===== src/rtl/uart_transmitter.sv =====
// uart_transmitter: 8N1 UART serialiser with a valid/ready byte intake.
// Frame on TxBit: start 0, 8 data bits LSB first, [even parity], stop 1.
// Optional feature macro: UART_TX_PARITY_EN inserts an even-parity cell
// between the last data bit and the stop bit. Default build has no parity.
module uart_transmitter #(
  parameter int CLK_FREQ     = 27000000,
  parameter int BAUD         = 115200,
  parameter int CLKS_PER_BIT = (CLK_FREQ + BAUD / 2) / BAUD
) (
  input  logic       clk,
  input  logic       rst,
  input  logic [7:0] tx_data,
  input  logic       tx_valid,
  output logic       tx_ready,
  output logic       TxBit,
  output logic       busy
);

  // A cell counter needs at least one bit even for degenerate rates.
  localparam int CW = (CLKS_PER_BIT > 1) ? $clog2(CLKS_PER_BIT) : 1;
  localparam logic [CW-1:0] CELL_LAST = CW'(CLKS_PER_BIT - 1);

`ifdef UART_TX_PARITY_EN
  typedef enum logic [2:0] {
    S_IDLE   = 3'd0,
    S_START  = 3'd1,
    S_DATA   = 3'd2,
    S_PARITY = 3'd3,
    S_STOP   = 3'd4
  } state_e;
`else
  typedef enum logic [2:0] {
    S_IDLE  = 3'd0,
    S_START = 3'd1,
    S_DATA  = 3'd2,
    S_STOP  = 3'd4
  } state_e;
`endif

  state_e        state_q;
  logic [CW-1:0] cell_q;
  logic [CW-1:0] cell_d;
  logic [2:0]    bit_q;
  logic [7:0]    shift_q;
  logic          txbit_q;
  logic          busy_q;
  logic          cell_done;
`ifdef UART_TX_PARITY_EN
  logic          parity_q;
`endif

  // Terminal count of the current bit cell and the wrapped next count.
  always_comb begin
    cell_done = (cell_q == CELL_LAST);
    cell_d    = cell_done ? '0 : cell_q + 1'b1;
  end

  // Intake is open only while the line is idle.
  assign tx_ready = (state_q == S_IDLE);
  assign TxBit    = txbit_q;
  assign busy     = busy_q;

  // Frame sequencer: every output is registered so TxBit is glitch-free.
  always_ff @(posedge clk) begin
    if (rst) begin
      state_q  <= S_IDLE;
      cell_q   <= '0;
      bit_q    <= '0;
      shift_q  <= '0;
      txbit_q  <= 1'b1;
      busy_q   <= 1'b0;
`ifdef UART_TX_PARITY_EN
      parity_q <= 1'b0;
`endif
    end else begin
      case (state_q)
        S_IDLE: begin
          // Byte is captured here; later tx_data changes cannot touch the frame.
          if (tx_valid) begin
            shift_q  <= tx_data;
            bit_q    <= '0;
            cell_q   <= '0;
            state_q  <= S_START;
            txbit_q  <= 1'b0;
            busy_q   <= 1'b1;
`ifdef UART_TX_PARITY_EN
            parity_q <= ^tx_data;
`endif
          end
        end

        S_START: begin
          cell_q <= cell_d;
          if (cell_done) begin
            state_q <= S_DATA;
            txbit_q <= shift_q[0];
          end
        end

        S_DATA: begin
          cell_q <= cell_d;
          if (cell_done) begin
            shift_q <= {1'b0, shift_q[7:1]};
            bit_q   <= bit_q + 3'd1;
            if (bit_q == 3'd7) begin
`ifdef UART_TX_PARITY_EN
              state_q <= S_PARITY;
              txbit_q <= parity_q;
`else
              state_q <= S_STOP;
              txbit_q <= 1'b1;
`endif
            end else begin
              // shift_q[0] is the bit on the line now; [1] is the next one.
              txbit_q <= shift_q[1];
            end
          end
        end

`ifdef UART_TX_PARITY_EN
        S_PARITY: begin
          cell_q <= cell_d;
          if (cell_done) begin
            state_q <= S_STOP;
            txbit_q <= 1'b1;
          end
        end
`endif

        S_STOP: begin
          cell_q <= cell_d;
          if (cell_done) begin
            // Line stays high; at least one IDLE cycle separates frames.
            state_q <= S_IDLE;
            busy_q  <= 1'b0;
          end
        end

        default: begin
          state_q <= S_IDLE;
          txbit_q <= 1'b1;
          busy_q  <= 1'b0;
        end
      endcase
    end
  end

endmodule

===== config.mk =====
export PLATFORM = sky130hd
export DESIGN_NAME = uart_transmitter
export DESIGN_NICKNAME = d
export VERILOG_FILES = /design/src/rtl/uart_transmitter.sv
export SDC_FILE = /design/constraint.sdc
export NUM_CORES = 1
export LEC_CHECK = 0
export CAP_MARGIN = 0
export CORE_ASPECT_RATIO = 0.8
export CORE_MARGIN = 1.5
export CORE_UTILIZATION = 40
export DETAILED_ROUTE_END_ITERATION = 8
export GPL_TIMING_DRIVEN = 0
export SLEW_MARGIN = 20
export SYNTH_ARGS = -nofsm -noshare
export SYNTH_HDL_FRONTEND = slang
export SYNTH_SLANG_ARGS = --single-unit
export TNS_END_PERCENT = 30

===== constraint.sdc =====
create_clock -name clk -period 2.6 [get_ports clk]
set_input_delay 0.26 -clock clk [delete_from_list [all_inputs] [get_ports clk]]
set_output_delay 0.26 -clock clk [all_outputs]
set_load 0.02 [all_outputs]

Yosys cells after proc, flatten, opt, wreduce, memory -nomap -nowiden
Cells that the tools add are included. W data, S select, Z words.

Register bits after elaboration: 24. Output and inout port bits: 3. Logic and storage cells: 53.

$add $sub $neg: 2. Eq/ne operators: 10. Multiplexer cells: 23. Bitwise operators: 2. Reduce and logical (&&, ||, !) cells: 10.

Operator list (count): $mux W8 (4); $pmux W8 S2 (2); $mux W3 (7); $pmux W3 S4 (1); $ne A2 B2 Y1 const B (5); $add A8 B1 Y8 const B (1); $eq A8 B8 Y1 const B (1); $eq A3 B3 Y1 const B (2); $mux W1 (6); $pmux W3 S2 (1); $reduce_and A3 Y1 (2); $reduce_and A5 Y1 (1); $pmux W1 S4 (1); $reduce_and A4 Y1 (1); $reduce_bool A2 Y1 (2); $add A3 B1 Y3 const B (1); $eq A3 B1 Y1 const B (1); $eq A3 B2 Y1 const B (1); $logic_not A3 Y1 (1); $pmux W1 S3 (1); $reduce_or A3 Y1 (1); $not A1 Y1 (2); $reduce_and A2 Y1 (1); $reduce_or A2 Y1 (1).

Longest topological paths before layout
Gate-level depths: netlist of the first run.

Depth after elaboration: 4. Depth in mapped cells: 7. Gate-level depth less buffers: 6.

Worst setup path before layout of the first run
No wires, ideal clock.

Path kind: register to register. Start: register state_q[0]. End: register shift_q[1]. Library setup time: 0.079 ns. Data arrival time: 1.669 ns. Required time: 2.521 ns. Setup slack: 0.852 ns. Stages on the path, launching flop included: 8. Path buffers: 3. Cell sequence: dfxtp_1 -> buf_6 -> or3b_1 -> buf_6 -> o31ai_4 -> buf_6 -> nor2_1 -> a211oi_2.

Longest elaborated chain between the ends: 3. Elaborated cells between the ends (all ways): 7.

Ends and longest elaborated chain: start, declared (line 40) `state_e state_q;`; start signal, assigned (line 66) `state_q <= S_IDLE;`; start signal, assigned (line 83) `state_q <= S_START;`; start signal, assigned (line 95) `state_q <= S_DATA;`; $eq A3 B2 Y1 / $logic_not A3 Y1 (equally long branches) (line 76) `case (state_q)`; $ne A2 B2 Y1 (no line) / $reduce_bool A2 Y1 (equally long branches); $reduce_and A3 Y1 (no line); end signal, assigned (line 80) `shift_q <= tx_data;`; end signal, assigned (line 103) `shift_q <= {1'b0, shift_q[7:1]};`; end, declared (line 44) `logic [7:0] shift_q;`.

Several ways; a longest one is shown, not always the timed one. A chain may end at the register's enable or synchronous reset.

Worst setup path in the final report of the first run
Start: register state_q[0]. End: output port tx_ready.

Longest elaborated chain between the ends: 1.

Ends and longest elaborated chain: $logic_not A3 Y1 (line 59) `assign tx_ready = (state_q == S_IDLE);`; end, declared (line 14) `output logic tx_ready,`.

Every way passes these cells.

==> results of run 1 <==
==> area by class of cell <==
class / count / area (um^2)
flip-flops and latches: 24 / 480
clock buffers: 4 / 55.1
well taps: 40 / 50.0
inverters: 4 / 15.0
multi-input cells: 110 / 764
repair buffers: 13 / 130
plain buffers: 9 / 61.3
fillers: 304 / 1550
==> power groups by stage <==
stage	Sequential (mW)	Combinational, mW	Clock [mW]
after global placement	0.404	0.118	0
after CTS	0.396	0.121	0.263
after detailed placement	0.405	0.120	0
after floorplan	0.406	0.0752	0
final	0.396	0.121	0.257
after global routing	0.398	0.133	0.281
==> layout by cell type (no fill, tap or decap), types with 4 or more instances in the layout <==
cell type        instances
clkbuf_8                 4
a21oi_1                  7
clkdlybuf4s50_1         13
mux2i_1                  7
clkbuf_1                 4
o21a_1                   4
nand3_1                  7
a211oi_1                 7
nor3_1                   4
inv_1                    4
ha_1                     4
dfxtp_1                 24
nor2_1                  14
nand2_1                  6
==> per-stage QoR <==
| step | area [um^2] | setup WS, ns | utilization [%] |
|---|---|---|---|
| after CTS | 1560 | 0.419 | 50.1 |
| after detailed placement | 1500 | 0.408 | 48.3 |
| after floorplan | 1320 | 0.852 | - |
| after global routing | 1560 | 0.326 | 50.1 |
| after global placement | 1500 | 0.428 | 48.3 |
| final | 1560 | 0.449 | 50.1 |
==> state kept, by name, summed over array words and instances (netlist names) <==
register	count
TxBit	1
bit_q	3
busy	1
cell_q	8
shift_q	8
state_q	3
==> worst max-delay path, stage by stage (launching register included) <==
cell and delay (ns):
dfxtp_1 0.32, buf_6 0.13, clkbuf_1 0.22, nor3_1 0.31, clkdlybuf4s50_1 0.65
==> metal layers <==
| metal | global-route usage (%) | share of wire (%) |
|---|---|---|
| met1 | 26.7 | 53 |
| met2 | 24.1 | 39 |
| met3 | 4.94 | 5.8 |
| met4 | 6.12 | 1.4 |
| met5 | 0 | 0 |
==> cells by family (layout without fill, tap and decap cells) <==
family | count (synthesis) | count (layout) | share of synthesized area [%]
mux | 7 | 7 | 5.30
flops | 24 | 24 | 36.4
xor+xnor | 4 | 4 | 2.65
simple gates | 50 | 50 | 20.1
buf+inv | 13 | 30 | 5.78
compound gates | 44 | 44 | 25.3
fa+ha+maj | 5 | 5 | 4.55
==> path summary, 6_finish.rpt <==
| check | start | end | slack [ns] | depth (start not counted) |
|---|---|---|---|---|
| worst max-delay path | state_q[0] | tx_ready | 0.45 | 4 |
| worst min-delay path | bit_q[1] | bit_q[1] | 0.46 | 2 |
| worst max register to register | cell_q[0] | cell_q[6] | 0.61 | 5 |
| worst min register to register | bit_q[1] | bit_q[1] | 0.46 | 2 |
==> flow_metrics.py, run 1 <==
metrics = {
    "global_routing": {
        "grt_pass1_vias": 993,
        "overflow": 0,
        "grt_max_degree": 14,
        "grt_pass1_wl_um": 4780,
        "grt_use_total_pct": 17.8,
        "antenna_found_initial": 0,
    },
    "placed_design": {
        "gp_congestion": 0.791,
        "dp.cells": 200,
        "dp_hpwl_um": 2130,
        "numPortBuffers": 13,
    },
    "die": {
        "initial_core_util_pct": 42.5,
        "die_h_um": 54.4,
        "pin_count": 14,
        "coreArea_um2": 3110,
        "dieArea_um2": 3660,
        "die_x_um": 67.3,
        "rows": 18,
    },
    "cts": {
        "cts.sinks": 24,
        "cts.path.max_buffers": 2,
        "path_clk_slew_ns": 0.09,
        "cts_root_buffer": "clkbuf_8",
        "cts_max_level": 1,
        "cts_resized": 0,
        "hold_buffers": 0,
        "clock_latency_ns": 0.27,
        "post_cts_buffers": 0,
        "cts_tree": "done",
        "cts_buffers": 3,
    },
    "drt": {
        "vias": 1153,
        "routedWlPerCell_um": 14.1,
        "first_pass_iters": 4,
        "drtIter0Drc": 74,
        "routed_wl_um": 2870,
        "route.detailed.drc": 0,
        "via_per_inst": 5.65,
        "drtAntennaViolNets": 0,
    },
    "timing": {
        "rsz0062_at_grt": "false",
        "setup_viol": 0,
        "hold_viol": 0,
        "finalSetupTns_ns": 0,
        "skew_ns": 0.00346,
        "timing.fmax_mhz": 465,
        "final_max_slew_viol_count": 0,
        "max_slew.worst_pin.slew_ns": 0.692,
        "maxSlewHeadroom_pct": 53.5,
        "period_share_pct": 82.7,
        "whs_ns": 0.462,
        "post-route-min-period_ns": 2.15,
    },
    "synthesis": {
        "netlist_instances": 147,
        "ys_seq_elements": 24,
        "ys_top_cells_by_count": "24 x dfxtp_1, 14 x nor2_1",
        "synth_cell_types": 49,
        "async_reset_ff_share_pct": 0,
        "synth_fp_nets": 162,
        "yosys_warnings": 0,
        "ys_seq_area_share_pct": 36.4,
        "synth-edff-count": 0,
        "yosysTopAreaCellShare_pct": 36.4,
        "synth_most_common_cell": "dfxtp_1",
        "avgSynthCellArea_um2": 8.99,
        "synth_top_area_cell": "dfxtp_1",
        "synth_flop_cell": "dfxtp_1",
        "synthesis.area_um2": 1320,
        "synthTopCellsByArea": "dfxtp_1 36%, mux2i_1 5.3%, a211oi_1 4.0%",
    },
    "pwr": {
        "intPower_mw": 0.579,
        "ir_drop_mv": 0.360,
        "power_frac_clock_pct": 33.2,
        "p_switching_mw": 0.195,
        "leakagePower_nw": 0.608,
        "p_comb_share_pct": 15.6,
        "pwr_density_cell_nw_per_um2": 497,
        "fin_total_pwr_mw": 0.774,
        "switching_share_pct": 25.2,
        "seqPwrFrac_pct": 51.2,
    },
    "layout": {
        "finalNonFillerCells": 204,
        "finalNetCount": 180,
        "area_growth_pct": 17.8,
        "diodes": 0,
        "final_layout_size_suffix_gt1_share_pct": 8.54,
    },
    "setup_path": {
        "arrival_ns": 1.89,
        "cp_max_fo": 10,
        "crit_required_ns": 2.34,
        "criticalPathCategory": "flip-flop to output pin",
        "end_kind": "output pin",
        "cp-start-kind": "flip-flop",
    },
    "flow_run": {
        "maxCapViolCount": 0,
    },
    "run_status": {
        "status": "complete, no violations",
    },
    "worst_hold_path": {
        "hold_class": "flip-flop to flip-flop",
    },
}
Power figures use the tool's default switching activity.
==> run 2, diff against run 1 <==
==> constraint.sdc (replaced) <==
create_clock -name clk -period 1.85 [get_ports clk]
set_input_delay 0.185 -clock clk [delete_from_list [all_inputs] [get_ports clk]]
set_output_delay 0.185 -clock clk [all_outputs]
set_load 0.02 [all_outputs]
==> run 2 against run 1 <==
Against the previous run:
- clock skew hardly changed
- wire length is 1.7% higher
- count of clock-buffer cells in the layout unchanged
- sequential share of layout area fell by 0.95 points
- register-to-register slack lost 0.53 ns
- global-route usage unchanged
- worst setup slack worse by 0.37 ns
- first-iteration DRC count fell by 5.4%
- largest power group unchanged
==> flow_metrics.py, run 2 (synthesized netlist as in run 1, its figures left out) <==
metrics = {
    "run_status": {
        "status": "complete, no violations",
    },
    "setup_path": {
        "r2r_cells": 7,
        "arrival_ns": 1.96,
        "critPathCapture": "shift_q[2]",
        "cp_num_cells": 7,
        "end_kind": "flip-flop",
        "criticalPathCategory": "flip-flop to flip-flop",
        "r2r-start": "state_q[0]",
        "critPathLaunch": "state_q[0]",
        "cp_common_cell": "buf_6",
        "critPathSlowestCell": "or3b_1",
        "cp-start-kind": "flip-flop",
        "cp_max_fo": 10,
        "critPathTopFamily": "compound AO/OA/AOI/OAI gates",
        "path_buf_inv": 3,
        "reg2reg_to": "shift_q[2]",
        "crit_chain": "buf_6 > or3b_1 > buf_6 > o31ai_4 > buf_4 > nor2_1 > a211oi_1",
        "crit_required_ns": 2.04,
        "rrSetupSlack_ns": 0.08,
        "max_stage_delay_ns": 0.38,
    },
    "layout": {
        "fillers": 295,
        "layout_common_cells": "23 x dfxtp_1, 14 x nor2_1, 12 x clkdlybuf4s50_1",
        "finalNetCount": 184,
        "layout_commonest_cell": "dfxtp_1",
        "area_growth_pct": 21.9,
        "diodes": 0,
        "register_area_um2": 482,
        "final_layout_size_suffix_gt1_share_pct": 13.7,
        "multi_input_comb_area_um2": 786,
        "reg_top3": "cell_q (8), shift_q (8)",
    },
    "drt": {
        "route.detailed.drc": 0,
        "drtAntennaViolNets": 0,
        "first_pass_iters": 4,
        "via_per_inst": 5.53,
        "routed_wl_um": 2920,
        "drtIter0Drc": 70,
        "routedWlPerCell_um": 14.0,
        "vias": 1150,
    },
    "global_routing": {
        "grt_use_total_pct": 17.8,
        "grt_max_degree": 14,
        "grt_pass1_vias": 994,
        "overflow": 0,
        "gr-usage-met3_pct": 4.94,
        "grt_pass1_wl_um": 4780,
        "grt_busiest_layer": "met1",
        "grtUsageMet2_pct": 24.1,
        "antenna_found_initial": 0,
        "grtUsageMet1_pct": 26.7,
    },
    "flow_run": {
        "maxCapViolCount": 0,
    },
    "placed_design": {
        "pre_cts_slack_ns": -0.267,
        "gp_congestion": 0.791,
        "dp_hpwl_um": 2130,
        "numPortBuffers": 13,
    },
    "die": {
        "coreArea_um2": 3110,
        "rows": 18,
        "die_h_um": 54.4,
        "initial_core_util_pct": 42.5,
        "die_x_um": 67.3,
        "dieArea_um2": 3660,
        "pin_count": 14,
    },
    "cts": {
        "hold_buffers": 0,
        "clock_latency_ns": 0.27,
        "cts_root_buffer": "clkbuf_8",
        "cts.sinks": 24,
        "path_clk_slew_ns": 0.09,
        "cts_buffers": 3,
        "cts.path.max_buffers": 2,
        "cts_max_level": 1,
        "cts_tree": "done",
    },
    "timing": {
        "rsz0062_at_grt": "true",
        "setup_viol": 0,
        "max_slew.worst_pin.slew_ns": 0.501,
        "period_share_pct": 95.8,
        "setup_ws_ns": 0.0784,
        "timing.fmax_mhz": 564,
        "maxSlewHeadroom_pct": 66.6,
        "final_max_slew_viol_count": 0,
        "skew_ns": 0.00369,
        "post-route-min-period_ns": 1.77,
        "hold_viol": 0,
        "finalSetupTns_ns": 0,
    },
    "pwr": {
        "pwr_density_cell_nw_per_um2": 683,
        "leakagePower_nw": 0.635,
        "ir_drop_mv": 0.507,
    },
    "worst_hold_path": {
        "hold_class": "flip-flop to flip-flop",
    },
}
-- run 2: final cells by class --
| cell class | instances | area share (%) |
|---|---|---|
| Timing Repair Buffer | 17 | 9.79 |
| Tap cell | 40 | 3.11 |
| Clock buffer | 4 | 3.42 |
| Buffer | 9 | 4.04 |
| Multi-Input combinational cell | 110 | 48.8 |
| Sequential cell | 24 | 29.9 |
| Inverter | 4 | 0.932 |
-- run 2: tightest hold or removal path: stages, from the launching register on --
cell	delay, ns
dfxtp_1	0.32
nand2_1	0.05
a21oi_1	0.05
-- run 2: routing by layer --
layer	wire length, um	share of wire (%)
met1	1520	52
met2	1220	42
met3	146	5.0
met4	40	1.4
met5	0	0
-- run 2: per-stage QoR --
stage | area, um^2 | hold WS [ns] | utilization, % | std cells | power, mW
after floorplan | 1320 | 0.351 | - | 147 | 0.676
after global routing | 1610 | 0.500 | 51.8 | 208 | 1.15
after detailed placement | 1500 | 0.455 | 48.3 | 200 | 0.738
after global placement | 1500 | 0.445 | 48.3 | 200 | 0.734
after CTS | 1560 | 0.470 | 50.2 | 204 | 1.10
final | 1610 | 0.465 | 51.8 | 208 | 1.10
-- run 2: power breakdown --
| part | total, mW | switching, mW | leakage, nW | internal [mW] |
|---|---|---|---|---|
| logic | 0.181 | 0.0894 | 0.410 | 0.0911 |
| clock network | 0.362 | 0.172 | 0.0288 | 0.190 |
| registers | 0.557 | 0.0159 | 0.197 | 0.541 |
| total | 1.10 | 0.277 | 0.635 | 0.822 |
-- run 2: worst min-delay path by stage --
stage / startpoint / end / slack, ns / cells after the start
2_1_floorplan: tx_valid / shift_q[7] / 0.35 / 2
6_report: bit_q[1] / bit_q[1] / 0.47 / 2
3_3_place_gp: bit_q[1] / bit_q[1] / 0.45 / 2
3_5_place_dp: bit_q[1] / bit_q[1] / 0.45 / 2
5_1_grt: bit_q[1] / bit_q[1] / 0.50 / 2
4_1_cts: bit_q[1] / bit_q[1] / 0.47 / 2
-- run 2: what timing repair did --
| action | 4_1_cts | 5_1_grt |
|---|---|---|
| gates resized for setup | 2 | 7 |
| setup endpoints to repair | 11 | 19 |
| hold endpoints to repair | 0 | 0 |
| cloned | 0 | 1 |
| pin swaps | 1 | 3 |
| buffers inserted | 0 | 3 |
==> run 3, diff against run 2 <==
--- a/config.mk
+++ b/config.mk
@@ -10,7 +10,6 @@
 export CORE_MARGIN = 1.5
 export CORE_UTILIZATION = 40
 export DETAILED_ROUTE_END_ITERATION = 8
-export GPL_TIMING_DRIVEN = 0
 export SLEW_MARGIN = 20
 export SYNTH_ARGS = -nofsm -noshare
 export SYNTH_HDL_FRONTEND = slang
==> constraint.sdc (replaced) <==
create_clock -name clk -period 1.68 [get_ports clk]
set_input_delay 0.168 -clock clk [delete_from_list [all_inputs] [get_ports clk]]
set_output_delay 0.168 -clock clk [all_outputs]
set_load 0.02 [all_outputs]
==> run 3 against run 2 <==
Against the previous run:
- worst setup slack worse by 0.076 ns
- maximum frequency is 5.6% higher
- sequential share of layout area is 2.5 points lower
- power is 14% higher
- count of clock-buffer cells in the layout stayed put
- first-iteration DRC count is 30% higher
- clock power is 12% higher
- highest routed layer unchanged
- sequential cell count stayed put
==> flow_metrics.py, run 3 (synthesized netlist as in run 1, its figures left out) <==
metrics = {
    "pwr": {
        "leakagePower_nw": 0.742,
        "pwr_density_cell_nw_per_um2": 698,
        "ir_drop_mv": 0.607,
    },
    "drt": {
        "wl_met3_um": 107,
        "met1_length_um": 1670,
        "vias": 1253,
        "drtIter0Drc": 91,
        "highest_layer": "met4",
        "drtAntennaViolNets": 0,
        "routed_wl_um": 3330,
        "first_pass_iters": 4,
        "wl_met2_um": 1540,
        "via_per_inst": 5.57,
        "route.detailed.drc": 0,
        "routedWlPerCell_um": 14.8,
    },
    "placed_design": {
        "numPortBuffers": 13,
        "dp_hpwl_um": 2330,
        "gp_congestion": 0.813,
    },
    "global_routing": {
        "grt_pass1_wl_um": 5220,
        "overflow": 0,
        "antenna_found_initial": 0,
        "grt_pass1_vias": 1046,
        "grt_max_degree": 19,
        "grt_use_total_pct": 19.2,
    },
    "die": {
        "coreArea_um2": 3110,
        "pin_count": 14,
        "initial_core_util_pct": 42.5,
        "die_x_um": 67.3,
        "dieArea_um2": 3660,
        "die_h_um": 54.4,
        "rows": 18,
    },
    "cts": {
        "path_clk_slew_ns": 0.09,
        "hold_buffers": 0,
        "cts.sinks": 24,
        "cts_tree": "done",
        "clock_latency_ns": 0.27,
        "cts_root_buffer": "clkbuf_8",
        "cts_buffers": 3,
        "cts_max_level": 1,
        "cts.path.max_buffers": 2,
    },
    "layout": {
        "area_growth_pct": 35.9,
        "finalNetCount": 201,
        "layout_common_cells": "25 x buf_4, 19 x dfxtp_1, 14 x nor2_1",
        "reg_top3": "cell_q (8), shift_q (8)",
        "layout_commonest_cell": "buf_4",
        "diodes": 0,
        "final_layout_size_suffix_gt1_share_pct": 25.9,
    },
    "timing": {
        "finalSetupTns_ns": 0,
        "period_share_pct": 99.9,
        "whs_ns": 0.466,
        "hold_viol": 0,
        "rsz0062_at_grt": "true",
        "maxSlewHeadroom_pct": 73.0,
        "post-route-min-period_ns": 1.68,
        "timing.fmax_mhz": 596,
        "setup_viol": 0,
        "final_max_slew_viol_count": 0,
        "skew_ns": 0.00728,
        "max_slew.worst_pin.slew_ns": 0.404,
    },
    "flow_run": {
        "maxCapViolCount": 0,
    },
    "setup_path": {
        "r2r_cells": 6,
        "criticalPathCategory": "flip-flop to flip-flop",
        "rrSetupSlack_ns": 0.002,
        "end_kind": "flip-flop",
        "r2r-start": "state_q[1]",
        "arrival_ns": 1.84,
        "crit_required_ns": 1.84,
        "cp_max_fo": 7,
        "cp-start-kind": "flip-flop",
        "reg2reg_to": "shift_q[0]",
    },
    "worst_hold_path": {
        "min_from": "bit_q[2]",
        "hold_class": "flip-flop to flip-flop",
        "holdPathStages": 2,
        "hold_end": "bit_q[2]",
    },
    "run_status": {
        "status": "complete, no violations",
    },
}
==> run 3: timing repair <==
item / in CTS / in global routing
setup endpoints to repair: 14 / 15
gates resized for setup: 2 / 17
cloned: 0 / 1
setup buffers: 1 / 4
endpoints found under the hold margin: 0 / 0
pin swaps: 1 / 8
==> run 3: how the worst max path moves through the flow <==
stage,cells past startpoint,start,to,slack [ns]
floorplan,7,state_q[1],shift_q[1],0.005
finish,6,state_q[1],shift_q[0],0.002
global placement,5,tx_valid,shift_q[7],-0.06
CTS,6,state_q[2],shift_q[6],0.003
detailed placement,4,state_q[1],shift_q[6],-0.12
global route,8,cell_q[1],shift_q[0],-0.05
==> run 3: report_power, final <==
part           total, mW  switching, mW  internal (mW)
Combinational      0.237          0.110          0.126
Sequential         0.611         0.0175          0.593
Clock              0.405          0.195          0.210
==> run 3: cell type report <==
class | instances | area [um^2]
multi-input combinational | 110 | 787
sequential | 24 | 492
tap | 40 | 50.0
inverter | 4 | 15.0
clock buffer | 4 | 55.1
fill | 269 | 1310
timing repair buffer | 43 | 397
==> run 3: stage by stage <==
step | worst slack [ns] | area [um^2] | util, % | power (mW) | std cells
CTS | 0.00320 | 1700 | 54.8 | 1.24 | 220
global placement | -0.0586 | 1620 | 52.3 | 0.826 | 215
global route | -0.0527 | 1800 | 57.8 | 1.31 | 225
detailed placement | -0.118 | 1620 | 52.3 | 0.832 | 215
floorplan | 0.00529 | 1330 | - | 0.746 | 147
finish | 0.00213 | 1800 | 57.8 | 1.25 | 225
==> run 3: worst max-delay path, cell delays in order (launching register included) <==
cell	delay [ns]
dfxtp_4	0.37
buf_6	0.12
or4b_4	0.56
o31ai_4	0.12
clkbuf_16	0.22
buf_4	0.11
a211oi_1	0.06
==> run 3: per-layer routing <==
layer | up-vias | global-route usage (%)
met5 | - | 0
met4 | 0 | 3.06
met3 | 2 | 4.94
met2 | 24 | 29.7
met1 | 597 | 27.4
li1 | 630 | -
